[config.mk]
export PLATFORM = sky130hd
export DESIGN_NAME = decode_stage
export DESIGN_NICKNAME = d
export VERILOG_FILES = /design/src/rtl/decode_stage.sv
export SDC_FILE = /design/constraint.sdc
export NUM_CORES = 1
export LEC_CHECK = 0
export ABC_AREA = 1
export CORE_MARGIN = 5
export CORE_UTILIZATION = 40
export CTS_BUF_LIST = sky130_fd_sc_hd__clkbuf_4
export CTS_CLUSTER_DIAMETER = 50
export DETAILED_ROUTE_END_ITERATION = 10
export MAX_ROUTING_LAYER = met4
export PLACE_DENSITY_LB_ADDON = 0.05
export RECOVER_POWER = 50
export SYNTH_ARGS = -nofsm -noshare
export SYNTH_HDL_FRONTEND = slang
export SYNTH_SLANG_ARGS = --single-unit
[constraint.sdc]
create_clock -name clk -period 1.9 [get_ports clk]
set_clock_uncertainty 0.15 [all_clocks]
set_input_delay 0.475 -clock clk [delete_from_list [all_inputs] [get_ports clk]]
set_output_delay 0.475 -clock clk [all_outputs]
set_load 0.01 [all_outputs]
[src/rtl/decode_stage.sv]
// RV32I decode stage: one pipeline register between fetch and execute with a
// valid/ready handshake, flush, illegal-instruction detection, optional
// M-extension acceptance and a saturating illegal-instruction counter.
module decode_stage #(
   parameter int PC_W     = 32,
   parameter int ENABLE_M = 0,
   parameter int CNT_W    = 8
) (
   input  logic             clk,
   input  logic             rst,
   input  logic             flush,
   input  logic             in_valid,
   output logic             in_ready,
   input  logic [31:0]      in_inst,
   input  logic [PC_W-1:0]  in_pc,
   output logic             out_valid,
   input  logic             out_ready,
   output logic [PC_W-1:0]  out_pc,
   output logic [4:0]       out_opcode,
   output logic [2:0]       out_funct3,
   output logic             out_funct7_5,
   output logic             out_is_m,
   output logic [4:0]       out_rd,
   output logic [4:0]       out_rs1,
   output logic [4:0]       out_rs2,
   output logic             out_rd_we,
   output logic [31:0]      out_imm,
   output logic             out_illegal,
   output logic [CNT_W-1:0] ill_cnt
);

   // Major opcodes, inst[6:2] (inst[1:0] must be 2'b11 for a 32-bit encoding)
   localparam logic [4:0] OPC_LOAD   = 5'b00000;
   localparam logic [4:0] OPC_FENCE  = 5'b00011;
   localparam logic [4:0] OPC_OPIMM  = 5'b00100;
   localparam logic [4:0] OPC_AUIPC  = 5'b00101;
   localparam logic [4:0] OPC_STORE  = 5'b01000;
   localparam logic [4:0] OPC_OP     = 5'b01100;
   localparam logic [4:0] OPC_LUI    = 5'b01101;
   localparam logic [4:0] OPC_BRANCH = 5'b11000;
   localparam logic [4:0] OPC_JALR   = 5'b11001;
   localparam logic [4:0] OPC_JAL    = 5'b11011;
   localparam logic [4:0] OPC_SYSTEM = 5'b11100;

   localparam logic [2:0] IMM_NONE = 3'd0;
   localparam logic [2:0] IMM_I    = 3'd1;
   localparam logic [2:0] IMM_S    = 3'd2;
   localparam logic [2:0] IMM_B    = 3'd3;
   localparam logic [2:0] IMM_U    = 3'd4;
   localparam logic [2:0] IMM_J    = 3'd5;

   localparam logic [6:0] F7_ZERO = 7'b0000000;
   localparam logic [6:0] F7_ALT  = 7'b0100000;
   localparam logic [6:0] F7_MUL  = 7'b0000001;

   localparam logic             M_ON    = (ENABLE_M != 0);
   localparam logic [CNT_W-1:0] CNT_MAX = {CNT_W{1'b1}};
   localparam logic [CNT_W-1:0] CNT_ONE = CNT_W'(1);

   function automatic logic [31:0] imm_i(input logic [31:0] i);
      return {{20{i[31]}}, i[31:20]};
   endfunction

   function automatic logic [31:0] imm_s(input logic [31:0] i);
      return {{20{i[31]}}, i[31:25], i[11:7]};
   endfunction

   function automatic logic [31:0] imm_b(input logic [31:0] i);
      return {{19{i[31]}}, i[31], i[7], i[30:25], i[11:8], 1'b0};
   endfunction

   function automatic logic [31:0] imm_u(input logic [31:0] i);
      return {i[31:12], 12'h000};
   endfunction

   function automatic logic [31:0] imm_j(input logic [31:0] i);
      return {{11{i[31]}}, i[31], i[19:12], i[20], i[30:21], 1'b0};
   endfunction

   logic [4:0]  opc;
   logic [2:0]  f3;
   logic [6:0]  f7;
   logic        is32;
   logic        legal;
   logic        use_rd;
   logic        use_rs1;
   logic        use_rs2;
   logic        writes;
   logic        m_op;
   logic        alt_bit;
   logic [2:0]  imm_sel;
   logic [31:0] imm_raw;
   logic [4:0]  dec_rd;
   logic [4:0]  dec_rs1;
   logic [4:0]  dec_rs2;
   logic        dec_we;
   logic [31:0] dec_imm;
   logic        dec_is_m;
   logic        load;

   assign opc  = in_inst[6:2];
   assign f3   = in_inst[14:12];
   assign f7   = in_inst[31:25];
   assign is32 = (in_inst[1:0] == 2'b11);

   assign in_ready = !out_valid || out_ready;
   assign load     = in_valid && in_ready && !flush;

   // Classify the incoming word: legality, which register fields it uses, immediate format
   always_comb begin
      legal   = 1'b0;
      use_rd  = 1'b0;
      use_rs1 = 1'b0;
      use_rs2 = 1'b0;
      writes  = 1'b0;
      m_op    = 1'b0;
      alt_bit = 1'b0;
      imm_sel = IMM_NONE;
      if (is32) begin
         case (opc)
            OPC_LUI, OPC_AUIPC: begin
               legal = 1'b1; use_rd = 1'b1; writes = 1'b1; imm_sel = IMM_U;
            end
            OPC_JAL: begin
               legal = 1'b1; use_rd = 1'b1; writes = 1'b1; imm_sel = IMM_J;
            end
            OPC_JALR: begin
               legal = (f3 == 3'b000); use_rd = 1'b1; use_rs1 = 1'b1;
               writes = 1'b1; imm_sel = IMM_I;
            end
            OPC_BRANCH: begin
               legal = (f3 != 3'b010) && (f3 != 3'b011);
               use_rs1 = 1'b1; use_rs2 = 1'b1; imm_sel = IMM_B;
            end
            OPC_LOAD: begin
               case (f3)
                  3'b000, 3'b001, 3'b010, 3'b100, 3'b101: legal = 1'b1;
                  default:                                legal = 1'b0;
               endcase
               use_rd = 1'b1; use_rs1 = 1'b1; writes = 1'b1; imm_sel = IMM_I;
            end
            OPC_STORE: begin
               legal = (f3 <= 3'b010); use_rs1 = 1'b1; use_rs2 = 1'b1; imm_sel = IMM_S;
            end
            OPC_OPIMM: begin
               use_rd = 1'b1; use_rs1 = 1'b1; writes = 1'b1; imm_sel = IMM_I;
               if (f3 == 3'b001) begin
                  legal = (f7 == F7_ZERO);
               end else if (f3 == 3'b101) begin
                  legal   = (f7 == F7_ZERO) || (f7 == F7_ALT);
                  alt_bit = in_inst[30];
               end else begin
                  legal = 1'b1;
               end
            end
            OPC_OP: begin
               use_rd = 1'b1; use_rs1 = 1'b1; use_rs2 = 1'b1; writes = 1'b1;
               alt_bit = in_inst[30];
               if (f7 == F7_ZERO) begin
                  legal = 1'b1;
               end else if (f7 == F7_ALT) begin
                  // only ADD/SUB and SRL/SRA have an alternate form
                  legal = (f3 == 3'b000) || (f3 == 3'b101);
               end else if (f7 == F7_MUL) begin
                  legal = M_ON;
                  m_op  = M_ON;
               end else begin
                  legal = 1'b0;
               end
            end
            OPC_FENCE: begin
               // rd field is registered but never written
               legal = 1'b1; use_rd = 1'b1; use_rs1 = 1'b1; imm_sel = IMM_I;
            end
            OPC_SYSTEM: begin
               legal = 1'b1; use_rd = 1'b1; use_rs1 = 1'b1; writes = 1'b1; imm_sel = IMM_I;
            end
            default: begin
               legal = 1'b0;
            end
         endcase
      end else begin
         legal = 1'b0;
      end
   end

   // Build the decoded fields; illegal words keep their fields but lose imm and write enable
   always_comb begin
      case (imm_sel)
         IMM_I:   imm_raw = imm_i(in_inst);
         IMM_S:   imm_raw = imm_s(in_inst);
         IMM_B:   imm_raw = imm_b(in_inst);
         IMM_U:   imm_raw = imm_u(in_inst);
         IMM_J:   imm_raw = imm_j(in_inst);
         default: imm_raw = 32'h0000_0000;
      endcase
      dec_rd   = use_rd  ? in_inst[11:7]  : 5'd0;
      dec_rs1  = use_rs1 ? in_inst[19:15] : 5'd0;
      dec_rs2  = use_rs2 ? in_inst[24:20] : 5'd0;
      dec_imm  = legal ? imm_raw : 32'h0000_0000;
      dec_we   = legal && writes && (in_inst[11:7] != 5'd0);
      dec_is_m = legal && m_op;
   end

   // Pipeline register, handshake state and saturating illegal counter
   always_ff @(posedge clk) begin
      if (rst) begin
         out_valid    <= 1'b0;
         out_pc       <= {PC_W{1'b0}};
         out_opcode   <= 5'd0;
         out_funct3   <= 3'd0;
         out_funct7_5 <= 1'b0;
         out_is_m     <= 1'b0;
         out_rd       <= 5'd0;
         out_rs1      <= 5'd0;
         out_rs2      <= 5'd0;
         out_rd_we    <= 1'b0;
         out_imm      <= 32'h0000_0000;
         out_illegal  <= 1'b0;
         ill_cnt      <= {CNT_W{1'b0}};
      end else if (flush) begin
         out_valid <= 1'b0;
      end else if (load) begin
         out_valid    <= 1'b1;
         out_pc       <= in_pc;
         out_opcode   <= opc;
         out_funct3   <= f3;
         out_funct7_5 <= alt_bit;
         out_is_m     <= dec_is_m;
         out_rd       <= dec_rd;
         out_rs1      <= dec_rs1;
         out_rs2      <= dec_rs2;
         out_rd_we    <= dec_we;
         out_imm      <= dec_imm;
         out_illegal  <= !legal;
         if (!legal && (ill_cnt != CNT_MAX)) begin
            ill_cnt <= ill_cnt + CNT_ONE;
         end else begin
            ill_cnt <= ill_cnt;
         end
      end else if (out_ready) begin
         out_valid <= 1'b0;
      end else begin
         out_valid <= out_valid;
      end
   end

endmodule
==> results of run 1 <==
[timing repair]
action,CTS,global route
pin swaps,14,18
setup endpoints to repair,150,44
resized for setup,149,37
cloned,2,1
setup buffers,7,7
[layer usage]
layer / GRT usage, % / routed length [µm] / share of wire, %
met1: 26.2 / 5960 / 42
met2: 35.6 / 6760 / 48
met3: 7.69 / 1110 / 7.9
met4: 6.57 / 225 / 1.6
met5: - / 0 / 0
[report_power, final]
part / switching, W / internal [W] / leakage [nW] / total, W
clock network: 0.000780 / 0.000292 / 0.0692 / 0.00107
registers: 0.0000364 / 0.00215 / 0.814 / 0.00219
logic: 0.000374 / 0.000361 / 2.46 / 0.000735
total: 0.00119 / 0.00281 / 3.35 / 0.00400
[Yosys cell counts, types with 2 or more instances]
| cell | number |
|---|---|
| xnor2_1 | 3 |
| nand2_2 | 2 |
| nand3_2 | 2 |
| buf_1 | 5 |
| a21oi_1 | 67 |
| inv_2 | 3 |
| clkbuf_1 | 21 |
| nand4_1 | 8 |
| a31oi_1 | 2 |
| dfxtp_1 | 99 |
| xor2_1 | 3 |
| o21ai_0 | 61 |
| inv_1 | 27 |
| nand2_4 | 3 |
| o21ai_1 | 4 |
| nand3_1 | 38 |
| buf_2 | 2 |
| buf_6 | 3 |
| nand2_1 | 148 |
| nor2_2 | 2 |
| nor2_1 | 90 |
| nor2_4 | 2 |
[registers in the layout (all words and copies together), names as in the netlist]
register / flops
out_pc: 32
out_rd: 5
out_illegal: 1
out_funct3: 3
out_imm: 32
out_rs2: 5
out_opcode: 5
ill_cnt: 8
out_funct7_5: 1
out_rs1: 5
out_rd_we: 1
out_valid: 1
[cells by family (layout without fill, tap and decap cells)]
| kind of cell | count (synthesis) | count (layout) |
|---|---|---|
| AND/OR/NAND/NOR | 300 | 302 |
| AO/OA/AOI/OAI | 138 | 138 |
| flip-flops | 99 | 99 |
| buffers and inverters | 63 | 297 |
| XOR/XNOR | 6 | 6 |
| adder cells (fa/ha/maj) | 1 | 1 |
| other | 1 | 2 |
[layout make-up]
type / instances / share of cell area (%)
Timing Repair Buffer: 250 / 32.6
Clock inverter: 7 / 0.857
Sequential cell: 99 / 29.2
Antenna cell: 1 / 0.0365
Clock buffer: 9 / 0.985
Multi-Input combinational cell: 448 / 32.1
Inverter: 31 / 1.70
Tap cell: 140 / 2.55
[stage by stage]
stage / hold slack [ps] / area [µm²]
finish: 250 / 6860
global route: 230 / 6860
CTS: 320 / 6760
detailed placement: 306 / 6600
global placement: 302 / 6600
floorplan: 340 / 4320
[final timing paths]
path	from	end	slack, ps
max reg2reg	out_valid$_SDFFE_PP0P_	out_imm[18]$_SDFFE_PP0P_	120
min reg2reg	out_imm[5]$_SDFFE_PP0P_	out_imm[5]$_SDFFE_PP0P_	320
max	out_ready	out_imm[18]$_SDFFE_PP0P_	40
min	in_inst[3]	out_opcode[1]$_SDFFE_PP0P_	250
[worst max-delay path, stage by stage]
cell and delay (ps):
clkdlybuf4s50_1 480, nor2_2 50, buf_4 130, nor3_4 140, buf_12 150, nand3_4 100
buf_6 140, nor2_4 140, clkbuf_16 170, nand2_1 50, a21oi_2 110
[placed cells by master, fill, tap and decap left out, drive strengths merged]
master / synthesis / routed
o2111ai: 1 / 1
nor2: 95 / 97
xor2: 3 / 3
o211ai: 1 / 1
xnor2: 3 / 3
ha: 1 / 1
inv: 30 / 34
clkinv: 1 / 3
dfxtp: 99 / 99
a211oi: 1 / 1
dlymetal6s2s: 0 / 3
o21ai: 66 / 66
a21oi: 67 / 67
clkdlybuf4s50: 0 / 53
clkdlybuf4s15: 0 / 2
buf: 11 / 75
diode: 0 / 1
dlygate4sd2: 0 / 105
a31oi: 2 / 2
nand2: 153 / 153
nor3: 2 / 2
clkinvlp: 0 / 1
nand4: 9 / 9
clkbuf: 21 / 21
conb: 1 / 1
nand3: 41 / 41
==> results by group, run 1 <==
Final layout
  – Final #Nets: ~910
  – Register area: approximately 2000 µm²
  – Area occupied by multi-input gates: approximately 2200 µm²
  – P&R area growth vs syn: 58.7%
  – # fillers: approximately 1000
  – Fin cells: 985
  – Final Core Density: between 60% and 70%
  – Layout cell share with drive strength beyond 1: roughly 18%

Worst setup path
  – Kind of critical path: in2reg
  – Crit path max fanout: 6
  – CP endpoint kind: flop
  – Critical Path RT: about 2200 ps
  – Critical Path Start Type: input pin
  – Worst reg2reg path depth: 11
  – Data arrival, critical path: approximately 2100 ps

Detailed routing
  – Drt drc: 0
  – Wire length per cell: ~14 µm
  – Initial DRT Pass Iterations: 4
  – Iter 0 DRT Violations: about 180
  – Antenna Violating Nets Remaining: 0
  – Via count: 4807
  – Avg Vias per Cell: slightly below 5
  – Detailed Route WL: roughly 14000 µm

Timing
  – Final hold vios: 0
  – RSZ-0062 raised after global routing: false
  – Final setup violation count: 0
  – Final setup TNS: 0 ps
  – Period minus WS final: between 1500 and 2000 ps
  – Worst setup margin: around 42 ps
  – Slew Viols, Final: 0
  – Fmax: 538 MHz
  – Max_slew headroom: roughly 47%
  – Actual slew at the worst max-slew pin: between 800 and 900 ps
  – Final Cycle Share: a little over nine tenths

Floorplan
  – Row cnt: 38
  – Initial core utilization: 40.4%
  – Die W: between 100 and 150 µm
  – Core area: 10700 µm²
  – Die area: 13000 µm²
  – I/O pins: 170
  – Die Ht: 114 µm

GRT
  – Grt ovf: 0
  – First-pass GRT wire length: ~22000 µm
  – Number of global-route vias before repair: between 4000 and 5000
  – Initial antenna violation count: 1
  – GRT Resource Usage Total: between 20 and 25%
  – Largest net degree at the start of global routing: 50

Logic synthesis
  – Synth cell types: 35
  – Synthesized instance count: between 600 and 700
  – Synth Area in Adders: less than 1%
  – Register bit count reported by yosys: 99
  – Post-Synth XOR/XNOR Area: approximately 1.2%
  – Top FF cell, synth: dfxtp_1
  – EDFF count, synth: 0
  – Simple-Gate Fraction of Synth Area: between 30 and 40%
  – Cell area after synthesis: between 4000 and 5000 µm²
  – Synth area leaders: dfxtp_1 (46%), nand2_1 (13%), nor2_1 (7.8%)
  – Asr flop ratio synth: 0%
  – Syn Nets: around 680
  – Mapped Avg Cell Area: between 7 and 8 µm²
  – Biggest area consumer among synthesized cells: dfxtp_1
  – Main combinational cell family by area after synthesis: simple AND/OR/NAND/NOR gates
  – Top cell type's share of synthesized area: 45.9%
  – Post-synthesis sequential area ratio: a little under half
  – Synth warn: 0
  – Multiplexer area fraction after synthesis: 0%
  – Post-synthesis compound-gate area fraction: between 10% and 20%

Place
  – DP Worst Slack: -744 ps
  – Cells after DPL: 951
  – Gpl congestion: between 0.8 and 0.9
  – Hpwl dp: between 10000 and 15000 µm
  – # port buffers: approximately 170

Power and ir drop
  – PD cells: 583 nW/µm²
  – Overall Power: around 0.004 W
  – Leakage power: 3.35 nW
  – Maximum VDD drop: about 600 µV

Min path
  – WHS Path Cells: 4
  – Worst Hold Class: in2reg

Clocking
  – Clk_lat worst skew: 480 ps
  – Cts bufs inserted: 9
  – H-tree depth: 3
  – Longest Clk Path Bufs: 2
  – Hold bufs inserted after CTS: 0
  – TritonCTS clock tree: built
  – Reg clk slew, reported paths: 160 ps
  – Root Driver: clkbuf_4
  – CTS Sinks: 99

Run
  – Max cap viols: 0

Outcome
  – Status: finished clean
(Power assumes the default switching activity.)
==> run 2, diff against run 1 <==
--- a/config.mk
+++ b/config.mk
@@ -6,11 +6,14 @@
 export NUM_CORES = 1
 export LEC_CHECK = 0
 export ABC_AREA = 1
+export CELL_PAD_IN_SITES_DETAIL_PLACEMENT = 1
+export CELL_PAD_IN_SITES_GLOBAL_PLACEMENT = 1
 export CORE_MARGIN = 5
-export CORE_UTILIZATION = 40
+export CORE_UTILIZATION = 28
 export CTS_BUF_LIST = sky130_fd_sc_hd__clkbuf_4
 export CTS_CLUSTER_DIAMETER = 50
 export DETAILED_ROUTE_END_ITERATION = 10
+export HOLD_SLACK_MARGIN = 0.12
 export MAX_ROUTING_LAYER = met4
 export PLACE_DENSITY_LB_ADDON = 0.05
 export RECOVER_POWER = 50
==> results by group, run 2 (synthesis gave the netlist of run 1 again) <==
Outcome
  – Status: finished clean

Min path
  – Worst Hold Class: in2reg
  – Hold Crit Endpoint: out_opcode[3]$_SDFFE_PP0P_
  – WHS Path Cells: 4
  – Worst hold path startpoint: in_inst[5]

Timing
  – Final Cycle Share: 98.6%
  – Final setup violation count: 0
  – Fmax: approximately 530 MHz
  – Slew Viols, Final: 0
  – Period minus WS final: 1870 ps
  – Final hold vios: 0

GRT
  – Initial antenna violation count: 0
  – GR Util met3: 7.16%
  – Grt ovf: 0
  – Number of global-route vias before repair: roughly 5000
  – M1 GR Usage: roughly 22%
  – GRT Resource Usage Total: a little under a fifth
  – Largest net degree at the start of global routing: 57
  – Met2 usage: between 20% and 30%
  – Most Crowded Layer GR: met2
  – First-pass GRT wire length: 26200 µm

Worst setup path
  – Crit path max fanout: 2
  – Kind of critical path: in2out
  – Critical Path RT: between 1000 and 1500 ps
  – CP endpoint kind: output pin
  – CP top delay family: buffers and inverters
  – Slowest-stage cell, CP: clkdlybuf4s50_1
  – Reg-to-reg slack, setup: 180 ps
  – Critical Path Start Type: input pin
  – Critical path buffers and inverters: 3
  – Data arrival, critical path: 1250 ps
  – RR Endpoint: ill_cnt[6]$_SDFFE_PP0P_
  – CP peak stage delay: about 440 ps
  – Reg2reg start: ill_cnt[0]$_SDFFE_PP0P_
  – CP Cell Sequence: clkdlybuf4s50_1 > nor2_4 > inv_1 > clkbuf_2
  – Worst reg2reg path depth: 7

Floorplan
  – I/O pins: between 150 and 200
  – Row cnt: 45
  – Die W: 134 µm
  – Die Ht: around 130 µm
  – Initial core utilization: between 20% and 30%
  – Core area: 15100 µm²
  – Die area: around 18000 µm²

Power and ir drop
  – Gate power share: between 10% and 20%
  – Sw Pwr: ~0.0012 W
  – Overall Power: between 0.004 and 0.005 W
  – Part of the power in registers: 53.6%
  – Leakage power: about 3.3 nW
  – Cell-internal power: 0.00292 W
  – Clock network power share: 28.4%
  – Net Sw Frac: roughly 29%
  – Maximum VDD drop: slightly above 400 µV
  – PD cells: between 600 and 700 nW/µm²

Place
  – # port buffers: roughly 170
  – Hpwl dp: around 12000 µm
  – Gpl congestion: about 0.86

Clocking
  – Cts bufs inserted: 9
  – Clk_lat worst skew: about 480 ps
  – Root Driver: clkbuf_4
  – Longest Clk Path Bufs: 2
  – H-tree depth: 3
  – Reg clk slew, reported paths: 150 ps
  – TritonCTS clock tree: built
  – CTS Sinks: 99
  – Hold bufs inserted after CTS: 0

Detailed routing
  – Wire length per cell: about 16 µm
  – Initial DRT Pass Iterations: 4
  – Avg Vias per Cell: 4.66
  – Detailed Route WL: between 15000 and 20000 µm
  – Drt drc: 0
  – Iter 0 DRT Violations: ~180
  – Antenna Violating Nets Remaining: 0
  – Via count: 4749

Final layout
  – Final #Nets: between 800 and 900
  – N_diodes: 0
  – P&R area growth vs syn: 57.3%
  – Final Core Density: between 40% and 50%
  – Layout cell share with drive strength beyond 1: between 10% and 20%
  – Leading registers by flop count: out_imm: 32 flops, out_pc: 32 flops, ill_cnt: 8 flops
  – Commonest non-fill, non-tap cell in the layout: nand2_1
  – Commonest cells after routing, fill and taps aside: nand2_1 (146), dlygate4sd2_1 (108), dfxtp_1 (83)

Run
  – Max cap viols: 0
[run 2: changes by cell type in the layout (fill, tap and decap cells not counted), sizes merged]
cell / change
clkbuf: -6
buf: -4
dlygate4sd2: +3
dlymetal6s2s: -3
inv: -3
bufinv: +1
clkdlybuf4s15: -1
clkinvlp: +1
diode: -1
[run 2: worst max-delay path by stage]
stage               cells past startpoint                   start                       end
finish                                  4               out_ready                  in_ready
global route                            4  out_valid$_SDFFE_PP0P_                  in_ready
CTS                                     4  out_valid$_SDFFE_PP0P_                  in_ready
detailed placement                     13              in_inst[6]  out_imm[16]$_SDFFE_PP0P_
global placement                       14              in_inst[3]  out_imm[15]$_SDFFE_PP0P_
floorplan                               7                in_valid  out_imm[16]$_SDFFE_PP0P_
[run 2: layout make-up]
cell class,instances,area [µm²]
Clock buffer,10,75.1
Fill cell,1921,8350
Sequential cell,99,2010
Inverter,31,116
Tap cell,188,235
Timing Repair Buffer,238,2110
Clock inverter,6,63.8
Multi-Input combinational cell,448,2180
[run 2: metal layers]
| metal | wire, µm | vias up | part of all wire, % |
|---|---|---|---|
| met5 | 0 | - | 0 |
| met4 | 299 | 0 | 1.8 |
| met3 | 1200 | 18 | 7.3 |
| met2 | 7710 | 116 | 47 |
| met1 | 7260 | 2196 | 44 |
| li1 | - | 2419 | - |
[run 2: stage by stage]
stage	std cells	setup TNS [ps]	hold WS, ps	area [µm²]	setup slack, ps
finish	1020	0	280	6800	26.1
global route	1020	-11.4	251	6800	-11.4
CTS	1017	-156	331	6770	-156
detailed placement	996	-50610	312	6640	-756
global placement	996	-47800	305	6640	-729
floorplan	608	0	340	4320	33.3
[run 2: power by group through the flow]
stage	Combinational [W]	Clock (W)	Sequential, W
global placement	0.000783	0	0.00224
finish	0.000736	0.00116	0.00219
CTS	0.000743	0.00123	0.00219
detailed placement	0.000792	0	0.00224
floorplan	0.000239	0	0.00228
global route	0.000805	0.00130	0.00220
[run 2: worst register-to-register path: stages (launching register included)]
cell and delay [ps]:
dfxtp_2 360, ha_1 210, nand3_1 90, nor2_1 180
nand3_2 230, nand3_4 210, nand2_1 80, a21oi_1 130
[run 2: timing repair]
item,CTS,global route
setup buffers,3,3
pin swaps,11,5
resized for setup,155,21
endpoints found under the hold margin,0,0
endpoints found under the setup margin,141,41
gates cloned,2,0
